### src/rtl/uart_avm_pkg.sv
// Shared definitions for the RS232 Avalon-MM arbiter slice.
// Holds the slave register map, the status bit positions, the default bus
// widths and the arbiter state type.
package uart_avm_pkg;

  localparam int ADDR_W_DEF = 5;
  localparam int DATA_W_DEF = 32;

  // Word-offset byte addresses of the RS232 slave registers
  localparam logic [4:0] RX_BASE     = 5'd0;
  localparam logic [4:0] TX_BASE     = 5'd4;
  localparam logic [4:0] STATUS_BASE = 5'd8;

  // Bit positions inside the status word
  localparam int TX_OK_BIT = 6;
  localparam int RX_OK_BIT = 7;

  typedef enum logic [0:0] {
    S_IDLE  = 1'b0,
    S_GRANT = 1'b1
  } arb_state_e;

endpackage

### src/rtl/uart_avm_arbiter_rr_arbiter2.sv
// Two-request round-robin picker (purely combinational).
// Ports:
//   req        : request vector, bit i = port i requesting
//   last_grant : index of the port served most recently
//   gnt_valid  : at least one request present
//   gnt_idx    : chosen port; on a tie the port other than last_grant wins
module rr_arbiter2 (
  input  logic [1:0] req,
  input  logic       last_grant,
  output logic       gnt_valid,
  output logic       gnt_idx
);

  always_comb begin
    gnt_valid = |req;
    if (req == 2'b11) gnt_idx = ~last_grant;
    else              gnt_idx = req[1];
  end

endmodule

### src/rtl/uart_avm_arbiter.sv
// Shares one RS232 Avalon-MM slave between two single-word requesters
// (port 0: image/RX reader, port 1: command/TX writer) using round-robin.
// Ports:
//   avm_clk / avm_rst_n     : clock, asynchronous active-low reset
//   r0_* / r1_*             : requester-side Avalon-MM slave interfaces
//   avm_*                   : master interface toward the RS232 slave
//   err_clr                 : clears the sticky error flags
//   err_timeout             : sticky, stall watchdog forced a completion
//   err_protocol            : sticky, requester broke the handshake
module uart_avm_arbiter
  import uart_avm_pkg::*;
#(
  parameter int ADDR_W   = ADDR_W_DEF,
  parameter int DATA_W   = DATA_W_DEF,
  parameter int MAX_WAIT = 1024
) (
  input  logic              avm_clk,
  input  logic              avm_rst_n,
  input  logic [ADDR_W-1:0] r0_address,
  input  logic              r0_read,
  input  logic              r0_write,
  input  logic [DATA_W-1:0] r0_writedata,
  output logic [DATA_W-1:0] r0_readdata,
  output logic              r0_waitrequest,
  input  logic [ADDR_W-1:0] r1_address,
  input  logic              r1_read,
  input  logic              r1_write,
  input  logic [DATA_W-1:0] r1_writedata,
  output logic [DATA_W-1:0] r1_readdata,
  output logic              r1_waitrequest,
  output logic [ADDR_W-1:0] avm_address,
  output logic              avm_read,
  output logic              avm_write,
  output logic [DATA_W-1:0] avm_writedata,
  input  logic [DATA_W-1:0] avm_readdata,
  input  logic              avm_waitrequest,
  input  logic              err_clr,
  output logic              err_timeout,
  output logic              err_protocol
);

  localparam int CNT_W = (MAX_WAIT > 0) ? $clog2(MAX_WAIT + 1) : 1;

  arb_state_e        state;
  logic              grant;
  logic              last_grant;
  logic [CNT_W-1:0]  wait_cnt;
  logic [DATA_W-1:0] rdata0;
  logic [DATA_W-1:0] rdata1;

  logic [1:0]        req;
  logic              pick_valid;
  logic              pick_idx;
  logic              g_read;
  logic              g_write;
  logic              g_req;
  logic [ADDR_W-1:0] g_addr;
  logic [DATA_W-1:0] g_wdata;
  logic              in_grant;
  logic              wd_hit;
  logic              done;
  logic              timeout;
  logic              abort;
  logic              ack;
  logic              both_strobes;
  logic [DATA_W-1:0] ret_data;

  assign req = {r1_read | r1_write, r0_read | r0_write};

  rr_arbiter2 u_rr (
    .req        (req),
    .last_grant (last_grant),
    .gnt_valid  (pick_valid),
    .gnt_idx    (pick_idx)
  );

  always_comb begin
    g_read  = grant ? r1_read      : r0_read;
    g_write = grant ? r1_write     : r0_write;
    g_addr  = grant ? r1_address   : r0_address;
    g_wdata = grant ? r1_writedata : r0_writedata;
    g_req   = g_read | g_write;

    in_grant = (state == S_GRANT);
    wd_hit   = (MAX_WAIT > 0) && (wait_cnt == CNT_W'(MAX_WAIT - 1));
    // Dropping both strobes takes precedence over any slave response.
    abort    = in_grant & ~g_req;
    done     = in_grant & g_req & ~avm_waitrequest;
    timeout  = in_grant & g_req & avm_waitrequest & wd_hit;
    ack      = done | timeout;
    ret_data = timeout ? '0 : avm_readdata;

    both_strobes = (r0_read & r0_write) | (r1_read & r1_write);
  end

  // Slave side: read+write together is issued as a write.
  always_comb begin
    avm_read      = in_grant & g_read & ~g_write;
    avm_write     = in_grant & g_write;
    avm_address   = in_grant ? g_addr  : '0;
    avm_writedata = in_grant ? g_wdata : '0;

    r0_waitrequest = ~(ack & ~grant);
    r1_waitrequest = ~(ack & grant);
    // Completion data is forwarded combinationally and also captured so the
    // requester keeps seeing it afterwards.
    r0_readdata    = (ack & ~grant) ? ret_data : rdata0;
    r1_readdata    = (ack & grant)  ? ret_data : rdata1;
  end

  always_ff @(posedge avm_clk or negedge avm_rst_n) begin
    if (!avm_rst_n) begin
      state        <= S_IDLE;
      grant        <= 1'b0;
      last_grant   <= 1'b1;
      wait_cnt     <= '0;
      rdata0       <= '0;
      rdata1       <= '0;
      err_timeout  <= 1'b0;
      err_protocol <= 1'b0;
    end else begin
      case (state)
        S_IDLE: begin
          if (pick_valid) begin
            grant    <= pick_idx;
            state    <= S_GRANT;
            wait_cnt <= '0;
          end
        end
        S_GRANT: begin
          if (ack | abort) begin
            state      <= S_IDLE;
            last_grant <= grant;
          end else if (avm_waitrequest) begin
            wait_cnt <= wait_cnt + 1'b1;
          end
        end
        default: state <= S_IDLE;
      endcase

      if (ack) begin
        if (grant) rdata1 <= ret_data;
        else       rdata0 <= ret_data;
      end

      if (timeout)      err_timeout <= 1'b1;
      else if (err_clr) err_timeout <= 1'b0;

      if (abort | both_strobes) err_protocol <= 1'b1;
      else if (err_clr)         err_protocol <= 1'b0;
    end
  end

endmodule

### config.mk
export PLATFORM = sky130hd
export DESIGN_NAME = uart_avm_arbiter
export DESIGN_NICKNAME = d
export VERILOG_FILES = /design/src/rtl/uart_avm_pkg.sv /design/src/rtl/uart_avm_arbiter_rr_arbiter2.sv /design/src/rtl/uart_avm_arbiter.sv
export SDC_FILE = /design/constraint.sdc
export NUM_CORES = 1
export LEC_CHECK = 0
export ABC_AREA = 1
export CAP_MARGIN = 20
export CORE_MARGIN = 3
export CORE_UTILIZATION = 43
export CTS_CLUSTER_SIZE = 12
export DETAILED_ROUTE_END_ITERATION = 16
export GPL_ROUTABILITY_DRIVEN = 0
export PLACE_DENSITY_LB_ADDON = 0.2
export REMOVE_ABC_BUFFERS = 1
export SYNTH_ARGS = -nofsm -noshare
export SYNTH_HDL_FRONTEND = slang
export SYNTH_SLANG_ARGS = --single-unit
### constraint.sdc
create_clock -name avm_clk -period 2.7 [get_ports avm_clk]
set_input_delay 0.27 -clock avm_clk [delete_from_list [all_inputs] [get_ports avm_clk]]
set_output_delay 0.27 -clock avm_clk [all_outputs]
set_load 0.01 [all_outputs]
==> impl_metrics.tcl <==
set metrics [dict create \
    outcome "finished, final reports clean" \
    ys_seq_area_share_pct 47.3 \
    syn-cell-area_sq_um 4240 \
    critPathArrivalTime_ns 2.28 \
    grt_max_degree 81 \
    drv_cap 0 \
    start_kind "flip-flop" \
    cts_tree "done" \
    io_buffers 220 \
    die_w_microns 105 \
    fillers 710 \
    grt_pass1_vias 4726 \
    synthArstFlopShare_pct 100 \
    clock_skew_ns 0.00891 \
    synthToLayoutAreaGrowth_pct 66.4 \
    rows 35 \
    initialDrtViolationCount 371 \
    rr_startpoint "wait_cnt[0]" \
    dp_slack_ns 0.0443 \
    r2r_end "rdata0[30]" \
    setup_ws_ns 0.145 \
    required_ns 2.43 \
    p_sw_w 0.00326 \
    syn_inst 571 \
    h-tree-depth 3 \
    fin_tns_setup_ns 0 \
    crit_path_end "r0_readdata[15]" \
    finalNonFillerCells 922 \
    vias 4968 \
    routed_wl_microns 15800 \
    power_leakage_nw 3.73 \
    clk_path_buf_depth 2 \
    die_h_microns 105 \
    fmax_mhz 391 \
    critical_path_class "reg2out" \
    clk_pin_slew_worst_paths_ns 0.09 \
    grt_usage_pct 26.4 \
    dp.cells 889 \
    hold_depth 3 \
    clkPwrFrac_pct 14.2 \
    crit_path_max_incr_delay_ns 0.41 \
    internal-power_w 0.00440 \
    crit_path_start "wait_cnt[0]" \
    dieArea_sq_um 11100 \
    start_util_pct 45.0 \
    cts_buffers 9 \
    peakVddDrop_mv 0.541 \
    dp_hpwl_microns 10400 \
    ant_nets 0 \
    syn_avg_cell_area_sq_um 7.42 \
    worstMarginPinSlew_ns 0.606 \
    drc 0 \
    layout_common_cells "177 x nand2_1, 153 x clkdlybuf4s50_1, 92 x nor2_1" \
    maxSlewHeadroom_pct 59.6 \
    period_share_pct 94.6 \
    seqPwrFrac_pct 24.4 \
    slew_violations 0 \
    synth_cell_types 24 \
    hp-class "in2reg" \
    path_cells "ha_4, nand2_1, nor2_2, nand2_2, inv_2, nand3_4, nand2_8, buf_4, nand2_8, nand2_1, nand2_1, dlygate4sd2_1" \
    power_density_nw_per_um2 1090 \
    ff2ff_setup_slack_ns 0.83 \
    grt-ovfl-total 0 \
    drive_above_1_share_pct 8.71 \
    combPwrFrac_pct 61.4 \
    clockRootBuffer "clkbuf_8" \
    cp_slowest_cell "dfrtp_1" \
    path_max_fanout 17 \
    core_sq_um 9420 \
    rr_worst_depth 12 \
    synth_edf_count 0 \
    cp-end-kind "output pin" \
    viasPerCell 5.39 \
    final_nets 902 \
    dr.pass1.iters 8 \
    io_pins 221 \
    swShare_pct 42.6 \
    synth-seq-cells 80 \
    crit_top_cell "nand2_1" \
    grt_pass1_wl_microns 23700 \
    antenna_found_initial 1 \
    setup_viol 0 \
    clk_latency_ns 0.34 \
    wl_per_cell_microns 17.2 \
    hold_viol 0 \
    synth_ff_type "dfrtp_1" \
    fin_crit_ns 2.55 \
    yosys_warnings 0 \
    final_common_cell "nand2_1" \
    clkSinkCount 80 \
]
[stage by stage]
stage	power [W]	hold WS, ns	cell area (sq um)	utilization, %
after floorplan	0.00382	-0.0256	4010	-
after CTS	0.00745	0.118	6780	72.0
final	0.00766	0.249	7060	74.9
after global routing	0.00813	0.336	7060	74.9
after global placement	0.00635	0.450	6480	68.9
after detailed placement	0.00645	0.457	6480	68.9
[power groups by stage]
| stage | clock network, W | registers [W] | logic, W |
|---|---|---|---|
| finish | 0.00109 | 0.00187 | 0.00470 |
| CTS | 0.00109 | 0.00185 | 0.00451 |
| global route | 0.00115 | 0.00191 | 0.00507 |
| detailed placement | 0 | 0.00187 | 0.00458 |
| floorplan | 0 | 0.00196 | 0.00186 |
| global placement | 0 | 0.00186 | 0.00450 |
[cell families after synthesis]
kind of cell | count (synthesis) | synth area share [%]
compound gates | 50 | 6.11
fa+ha+maj | 1 | 0.295
buf+inv | 65 | 7.41
flops | 80 | 47.3
simple gates | 375 | 38.9
[cell type report]
cell class	count	area, sq um	area share (%)
tap	129	161	2.29
antenna	1	2.50	0.0355
clock buffer	10	128	1.81
clock inverter	6	115	1.63
timing repair buffer	246	2530	35.9
inverter	22	82.6	1.17
multi-input combinational	428	2030	28.8
sequential	80	2010	28.4
[worst max-delay path: cells and delay by family (launching register included)]
| kind | cells | cell delay [ns] |
|---|---|---|
| simple gates | 8 | 0.84 |
| buf+inv | 3 | 0.51 |
| fa+ha+maj | 1 | 0.18 |
| flops | 1 | 0.41 |
[sequential cells by signal, summed over array words and instances, names as in the netlist]
| register | cells |
|---|---|
| rdata0 | 32 |
| err_timeout | 1 |
| err_protocol | 1 |
| grant | 1 |
| wait_cnt | 11 |
| last_grant | 1 |
| in_grant | 1 |
| rdata1 | 32 |
[worst min path at each step]
stage / start / to / slack (ns)
2_1_floorplan: avm_rst_n / err_protocol / -0.03
3_3_place_gp: rdata0[2] / rdata0[2] / 0.45
3_5_place_dp: rdata0[19] / rdata0[19] / 0.46
4_1_cts: avm_rst_n / rdata1[11] / 0.12
5_1_grt: r0_read / err_protocol / 0.34
6_report: r0_read / err_protocol / 0.25
[Yosys cell counts (2+ instances only)]
library cell  instances  area [sq um]
nand2_4               3          33.8
clkbuf_1             22          82.6
dfrtp_1              79          1980
nand4_1              67           419
buf_2                 5          25.0
inv_1                20          75.1
buf_1                 4          15.0
buf_6                 5          56.3
inv_2                 2          7.51
a21oi_1               5          25.0
nand2_1             186           698
o21ai_0              42           210
nand3_1              22           110
buf_4                 7          52.6
nand3_2               2          20.0
nor2_1               92           345
[routing by layer]
layer	global-route usage (%)	up-vias	share of wire (%)
li1	-	2319	-
met2	45.1	245	51
met4	8.90	0	1.9
met3	6.86	18	8.2
met1	32.4	2386	39
met5	0	-	0
[timing repair]
item | CTS | global route
setup endpoints to repair | 66 | 50
endpoints found under the hold margin | 0 | 21
resized for setup | 42 | 46
pin swaps | 0 | 4
hold buffers | 0 | 1
gates cloned | 2 | 3
buffers inserted | 2 | 7
Power figures use the tool's default switching activity.
